`config.mk`:
```
export PLATFORM = sky130hd
export DESIGN_NAME = mem_bus_arbiter
export DESIGN_NICKNAME = d
export VERILOG_FILES = /design/src/rtl/mem_bus_arbiter.sv
export SDC_FILE = /design/constraint.sdc
export NUM_CORES = 1
export LEC_CHECK = 0
export ABC_CLOCK_PERIOD_IN_PS = 2400
export CORE_MARGIN = 2
export CORE_UTILIZATION = 39
export DETAILED_ROUTE_END_ITERATION = 10
export PLACE_DENSITY = 0.86
export SYNTH_ARGS = -nofsm -noshare
export SYNTH_HDL_FRONTEND = slang
export SYNTH_SLANG_ARGS = --single-unit
```
`constraint.sdc`:
```
create_clock -name clk -period 2.4 [get_ports clk]
set_input_delay 0.48 -clock clk [delete_from_list [all_inputs] [get_ports clk]]
set_output_delay 0.48 -clock clk [all_outputs]
set_load 0.01 [all_outputs]
```
`src/rtl/mem_bus_arbiter.sv`:
```
// Round-robin arbiter sharing one memory port between NUM_MASTERS requesters; one transaction in flight.
// Latency: request seen in IDLE -> s_req next cycle; m_ready the cycle after s_ready; next s_req 2 cycles after m_ready.
// Backpressure: winner holds m_req until m_ready; memory stalls by keeping s_ready low (s_* payload held stable).
//
// Ports: clk/rst (sync, active-high); m_req/m_we/m_addr/m_wdata/m_wstrb are flattened per-master requests
// (master i at [i*W +: W]); m_ready is a one-cycle completion pulse to the winner, with m_rdata/m_err
// valid alongside it; s_* is the registered memory-side request, completed by s_ready/s_rdata;
// grant_id is the current/last winner and busy is high whenever a transaction is in progress.
// Optional: define ARB_TIMEOUT_EN to add a BUSY watchdog (TIMEOUT_CYCLES) that completes the
// transaction with m_err=1 and m_rdata=0xDEADBEEF when the memory never answers.
module mem_bus_arbiter #(
    parameter int NUM_MASTERS = 2,
    parameter int ADDR_W      = 32,
    parameter int DATA_W      = 32,
`ifdef ARB_TIMEOUT_EN
    parameter int TIMEOUT_CYCLES = 64,
`endif
    localparam int GID_W  = (NUM_MASTERS > 1) ? $clog2(NUM_MASTERS) : 1,
    localparam int STRB_W = DATA_W / 8
) (
    input  logic                          clk,
    input  logic                          rst,
    input  logic [NUM_MASTERS-1:0]        m_req,
    input  logic [NUM_MASTERS-1:0]        m_we,
    input  logic [NUM_MASTERS*ADDR_W-1:0] m_addr,
    input  logic [NUM_MASTERS*DATA_W-1:0] m_wdata,
    input  logic [NUM_MASTERS*STRB_W-1:0] m_wstrb,
    output logic [NUM_MASTERS-1:0]        m_ready,
    output logic [DATA_W-1:0]             m_rdata,
    output logic                          m_err,
    output logic                          s_req,
    output logic                          s_we,
    output logic [ADDR_W-1:0]             s_addr,
    output logic [DATA_W-1:0]             s_wdata,
    output logic [STRB_W-1:0]             s_wstrb,
    input  logic                          s_ready,
    input  logic [DATA_W-1:0]             s_rdata,
    output logic [GID_W-1:0]              grant_id,
    output logic                          busy
);

    typedef enum logic [1:0] {
        ST_IDLE = 2'd0,
        ST_BUSY = 2'd1,
        ST_RESP = 2'd2
    } state_t;

    state_t                   state_q, state_d;
    logic [GID_W-1:0]         ptr_q, ptr_d;
    logic [GID_W-1:0]         grant_id_q, grant_id_d;
    logic                     s_req_q, s_req_d;
    logic                     s_we_q, s_we_d;
    logic [ADDR_W-1:0]        s_addr_q, s_addr_d;
    logic [DATA_W-1:0]        s_wdata_q, s_wdata_d;
    logic [STRB_W-1:0]        s_wstrb_q, s_wstrb_d;
    logic [DATA_W-1:0]        m_rdata_q, m_rdata_d;
    logic [NUM_MASTERS-1:0]   m_ready_q, m_ready_d;

`ifdef ARB_TIMEOUT_EN
    localparam int WD_W = $clog2(TIMEOUT_CYCLES + 1);
    localparam logic [DATA_W-1:0] TIMEOUT_DATA = DATA_W'(32'hDEADBEEF);
    logic [WD_W-1:0]          wdog_q, wdog_d;
    logic                     m_err_q, m_err_d;
`endif

    // Per-master views of the flattened request payloads.
    logic [ADDR_W-1:0] addr_arr  [NUM_MASTERS];
    logic [DATA_W-1:0] wdata_arr [NUM_MASTERS];
    logic [STRB_W-1:0] wstrb_arr [NUM_MASTERS];

    for (genvar gi = 0; gi < NUM_MASTERS; gi++) begin : g_unpack
        assign addr_arr[gi]  = m_addr[gi*ADDR_W +: ADDR_W];
        assign wdata_arr[gi] = m_wdata[gi*DATA_W +: DATA_W];
        assign wstrb_arr[gi] = m_wstrb[gi*STRB_W +: STRB_W];
    end

    // Round-robin pick: first asserted request scanning upward from ptr, wrapping.
    logic             win_vld;
    logic [GID_W-1:0] win_idx;

    always_comb begin
        int cand;
        win_vld = 1'b0;
        win_idx = '0;
        cand    = 0;
        for (int k = 0; k < NUM_MASTERS; k++) begin
            cand = int'(ptr_q) + k;
            if (cand >= NUM_MASTERS) begin
                cand = cand - NUM_MASTERS;
            end
            if (!win_vld && m_req[GID_W'(cand)]) begin
                win_vld = 1'b1;
                win_idx = GID_W'(cand);
            end
        end
    end

    always_comb begin
        state_d    = state_q;
        ptr_d      = ptr_q;
        grant_id_d = grant_id_q;
        s_req_d    = s_req_q;
        s_we_d     = s_we_q;
        s_addr_d   = s_addr_q;
        s_wdata_d  = s_wdata_q;
        s_wstrb_d  = s_wstrb_q;
        m_rdata_d  = m_rdata_q;
        m_ready_d  = '0;
`ifdef ARB_TIMEOUT_EN
        wdog_d     = wdog_q;
        m_err_d    = m_err_q;
`endif
        unique case (state_q)
            ST_IDLE: begin
                if (win_vld) begin
                    state_d    = ST_BUSY;
                    s_req_d    = 1'b1;
                    s_we_d     = m_we[win_idx];
                    s_addr_d   = addr_arr[win_idx];
                    s_wdata_d  = wdata_arr[win_idx];
                    s_wstrb_d  = wstrb_arr[win_idx];
                    grant_id_d = win_idx;
`ifdef ARB_TIMEOUT_EN
                    wdog_d     = '0;
`endif
                end else begin
                    s_req_d = 1'b0;
                end
            end
            ST_BUSY: begin
                // m_ready is registered here so it is high for exactly the RESP cycle.
                if (s_ready) begin
                    state_d              = ST_RESP;
                    s_req_d              = 1'b0;
                    m_rdata_d            = s_rdata;
                    m_ready_d[grant_id_q] = 1'b1;
`ifdef ARB_TIMEOUT_EN
                    m_err_d              = 1'b0;
                end else if (wdog_q == WD_W'(TIMEOUT_CYCLES)) begin
                    // Memory never answered: complete the transaction with an error.
                    state_d              = ST_RESP;
                    s_req_d              = 1'b0;
                    m_rdata_d            = TIMEOUT_DATA;
                    m_ready_d[grant_id_q] = 1'b1;
                    m_err_d              = 1'b1;
                end else begin
                    wdog_d = wdog_q + 1'b1;
`endif
                end
            end
            ST_RESP: begin
                state_d = ST_IDLE;
                if (grant_id_q == GID_W'(NUM_MASTERS - 1)) begin
                    ptr_d = '0;
                end else begin
                    ptr_d = grant_id_q + 1'b1;
                end
`ifdef ARB_TIMEOUT_EN
                m_err_d = 1'b0;
`endif
            end
            default: begin
                state_d = ST_IDLE;
                s_req_d = 1'b0;
            end
        endcase
    end

    always_ff @(posedge clk) begin
        if (rst) begin
            state_q    <= ST_IDLE;
            ptr_q      <= '0;
            grant_id_q <= '0;
            s_req_q    <= 1'b0;
            s_we_q     <= 1'b0;
            s_addr_q   <= '0;
            s_wdata_q  <= '0;
            s_wstrb_q  <= '0;
            m_rdata_q  <= '0;
            m_ready_q  <= '0;
        end else begin
            state_q    <= state_d;
            ptr_q      <= ptr_d;
            grant_id_q <= grant_id_d;
            s_req_q    <= s_req_d;
            s_we_q     <= s_we_d;
            s_addr_q   <= s_addr_d;
            s_wdata_q  <= s_wdata_d;
            s_wstrb_q  <= s_wstrb_d;
            m_rdata_q  <= m_rdata_d;
            m_ready_q  <= m_ready_d;
        end
    end

`ifdef ARB_TIMEOUT_EN
    always_ff @(posedge clk) begin
        if (rst) begin
            wdog_q  <= '0;
            m_err_q <= 1'b0;
        end else begin
            wdog_q  <= wdog_d;
            m_err_q <= m_err_d;
        end
    end

    assign m_err = m_err_q;
`else
    assign m_err = 1'b0;
`endif

    assign m_ready  = m_ready_q;
    assign m_rdata  = m_rdata_q;
    assign s_req    = s_req_q;
    assign s_we     = s_we_q;
    assign s_addr   = s_addr_q;
    assign s_wdata  = s_wdata_q;
    assign s_wstrb  = s_wstrb_q;
    assign grant_id = grant_id_q;
    assign busy     = (state_q != ST_IDLE);

endmodule

```
Word-level counts from Yosys, hierarchy flattened. Index checks and enable logic that the tools add are counted.

Input bits: 175. Register bits after elaboration: 108. Output and inout port bits: 107. Logic and storage cells: 70.

Eq/ne operators: 4. Mux-type cells: 30. Add/subtract/negate cells: 4. Reduce and logical (&&, ||, !) cells: 10. Bitwise logic cells: 4. $lt $le $gt $ge: 8.

Operator list (number): $mux 32 (6); $mux 1 (16); $mux 4 (3); $reduce_and 2->1 (4); $lt 1x3->1 const B (2); $ge 2x2->1 const B (2); $lt 1x2->1 const B (2); $mux 2 (2); $ne 2x2->1 const B (2); $pmux 2 s2 (1); $not 1->1 (3); $pmux 1 s3 (1); $reduce_or 3->1 (1); $add 1x1->2 const B (1); $eq 2x1->1 const B (1); $eq 2x2->1 const B (1); $ge 1x2->1 const B (1); $logic_and 1x1->1 (2); $logic_not 2->1 (1); $not 1->2 (1); $reduce_bool 2->1 (1); $sub 1x1->1 const B (2); $add 1x1->1 const B (1); $demux 1 s1 (1); 2 further kinds (2).

Depth between registers and ports, before layout.
Depth after elaboration: 13. Gate-level depth with buffers: 7. Mapped depth without buffers: 3.

Least setup slack after synthesis. OpenSTA, ideal clock, no wires.

Path kind: input -> register. Start: input port m_req[0]. End: register s_wdata_q[14], in the netlist s_wdata[14]. Cell stages on the path: 5. Required time: 2.285 ns. Data arrival time: 1.265 ns. Slack: 1.020 ns. Buffers on the path: 2. Setup time: 0.115 ns. Cell sequence: nor3b_4 > nor2_2 > buf_2 > buf_4 > o2bb2ai_2.

Longest elaborated chain between the ends: 10. Elaborated cells between the ends (all ways): 15. Those cells by class: 11 x mux; 1 x bitwise; 3 x reduce/logical.

Ends and longest elaborated chain: start: declaration (line 23) `input logic [NUM_MASTERS-1:0] m_req,`; $mux 1 (implied by the code) (2 in a row) (line 91) `if (!win_vld && m_req[GID_W'(cand)]) begin`; $mux 1 (line 91); $logic_not 1->1 (line 91); $logic_and 1x1->1 (line 91); $mux 1 (line 91); $not 1->2 (implied by the code) (line 120) `s_wdata_d = wdata_arr[win_idx];`; $mux 32 (implied by the code) (3 in a row) (line 120); end signal: assignment (line 188) `s_wdata_q <= s_wdata_d;`; end: declaration (line 54) `logic [DATA_W-1:0] s_wdata_q, s_wdata_d;`.

Parallel ways exist; a longest one is shown, timed or not. The select of a mux whose other input is x is not followed. A chain may end at the register's enable or synchronous reset.

Worst setup path in the final report.
Start: register state_q[0]. End: output port busy.

Longest elaborated chain between the ends: 1.

Ends and longest elaborated chain: start: declaration (line 48) `state_t state_q, state_d;`; start signal: assignment (line 182) `state_q <= state_d;`; $reduce_bool 2->1 (line 219) `assign busy = (state_q != ST_IDLE);`; end: declaration (line 39) `output logic busy`.

No other way between the ends.

==> out/qor.yml <==
numCtsBuffers: 9
wl_per_cell_um: 16.9
ys_top_cells_by_area: "dfxtp_1 51%, mux2i_1 16%, o2bb2ai_1 12%"
powerDensity_nw_per_um2: 529
clock.fmax_mhz: 481
gr-total-overflow: 0
syn_avg_cell_area_um2: 10.6
grt_pass1_vias: 4021
io_pins: 282
setup_ws_ps: 321
grt.total_usage: 0.225
pwr-share-seq: 0.511
synth_nets: 575
hpwl_um: 10500
holdWs_ps: 461
end_kind: "primary output"
grt_pass1_wl_um: 20500
yosys_warnings: 0
synth_top_cell_area_share: 0.508
rrSetupSlack_ps: 860
fp.dieH_um: 108
power_leakage_nw: 2.47
cp.arrival_ps: 1600
root_buffer: "clkbuf_8"
synthFlopType: "dfxtp_1"
ys_seq_area_frac: 0.508
clockBufferDepth: 2
rsz0062_at_grt: "no"
ys_ff_latch: 108
cts_setup_buffers: 0
vias: 4071
p_int_mw: 2.86
die_x_um: 108
syn-cell-area_um2: 4250
total_power_mw: 3.87
cp_slowest_cell: "clkdlybuf4s50_1"
timing.final.crit_share: 0.866
finalSetupViolCount: 0
fin_tns_setup_ps: 0
routed_wl_um: 13700
initial_core_util: 0.396
drcViolationCount: 0
synth_edf_count: 0
grt_start_max_net_pins: 39
multi_input_area_um2: 1900
post-route-min-period_ps: 2080
area_growth_pct: 71.9
switching_share: 0.261
utilization: 0.680
combinationalPowerShare: 0.223
seq_area_um2: 2170
cts-htree-levels: 3
post-synth-top-count-cell: "dfxtp_1"
antenna_found_initial: 0
routabilityCongestion: 0.770
num_rows: 38
drtIter0Drc: 135
fill_cells: 835
irDropWorstVdd_uv: 292
antenna_left: 0
numPortBuffers: 279
cts_sinks: 108
clk_pin_slew_ps: 100
yosys-top-cells-count: "108 x dfxtp_1, 70 x mux2i_1, 65 x nand2_1, 59 x o2bb2ai_1, 33 x a21oi_1"
cp.required_ps: 1920
p_switching_mw: 1.01
finClkSkew_ps: 8.64
async_flop_share: 0
synth_cells: 400
placed_cell_area_um2: 7130
critPathMaxFanout: 9
drt_pass1_iterations: 4
crit_path_cell_trace: "inv_1, nand2_1, clkdlybuf4s50_1"
cts_tree: "done"
design_area_um2: 7310
final_layout_size_suffix_gt1_frac: 0.0583
power.share.clock: 0.266
finalNetCount: 839
core_um2: 10700
drv_slew: 0
dp_slack_ps: 409
cts_resized: 0
worst_path_largest_cell_delay_ps: 560
finalHoldViolCount: 0
hold_path.class: "reg2reg"
vias_per_cell: 5.03
die_area_um2: 11800
dp_cells: 793
startpoint_type: "flip-flop"
synth_top_cell_by_area: "dfxtp_1"
outcome: "complete, no violations"
yosysUniqueCellTypes: 25
final_cells: 810
maxCapViolations: 0
clk_latency_ps: 360
criticalPathCategory: "reg2out"
cts-hold-fix-buffers: 0
-- cells in the final DEF (no fill, tap or decap), types with 2 or more instances in the layout --
cell type,count
a21oi_1,33
buf_4,9
clkbuf_8,10
clkdlybuf4s50_1,279
clkinv_4,2
clkinvlp_4,2
dfxtp_1,107
inv_1,2
mux2i_1,70
nand2_1,65
nor2_1,4
o2bb2ai_1,59
o2bb2ai_2,10
-- state kept, by name, summed over array words and instances, names as in the netlist --
signal,count
grant_id,1
m_rdata,32
m_ready,2
ptr_q,1
s_addr,32
s_req,1
s_wdata,32
s_we,1
s_wstrb,4
state_q,2
-- final timing paths --
path                                 start         end  depth (start not counted)
worst min register to register  m_rdata[1]  m_rdata[1]                          2
worst min-delay path            m_rdata[1]  m_rdata[1]                          2
worst max-delay path            state_q[0]        busy                          3
worst max register to register       ptr_q  s_wdata[8]                          3
-- power by group through the flow --
stage                     logic (mW)  registers [mW]  clock network, mW
after global placement         0.849            2.01                  0
after CTS                      0.872            1.97               1.06
after floorplan                0.261            2.05                  0
after global routing           0.922            1.99               1.12
final                          0.864            1.97               1.03
after detailed placement       0.869            2.01                  0
-- metal layers --
layer	track usage	part of all wire	vias up	wire length, um
met1	0.252	0.37	1917	5080
met5	0	0	-	0
met3	0.0699	0.091	24	1250
met2	0.397	0.51	163	7060
met4	0.0897	0.023	0	317
li1	-	-	1967	-
-- cells by family after synthesis --
group | Yosys count | synth area share
flops | 108 | 0.508
buf+inv | 38 | 0.0465
mux | 70 | 0.165
compound gates | 105 | 0.201
other cells | 1 | 0.000882
simple gates | 78 | 0.0786
-- critical path, delay by kind of cell, from the launching register on --
| family | cells | cell delay [ps] |
|---|---|---|
| buffers and inverters | 2 | 660 |
| flip-flops | 1 | 500 |
| AND/OR/NAND/NOR | 1 | 80 |
-- area by class of cell --
cell class	instances	area share
sequential	108	0.296
clock buffer	11	0.0193
antenna	1	0.000342
tap	140	0.0240
inverter	2	0.00103
timing repair buffer	289	0.394
clock inverter	5	0.00513
multi-input combinational	254	0.260
No activity file was read; power rests on OpenSTA's default activity.
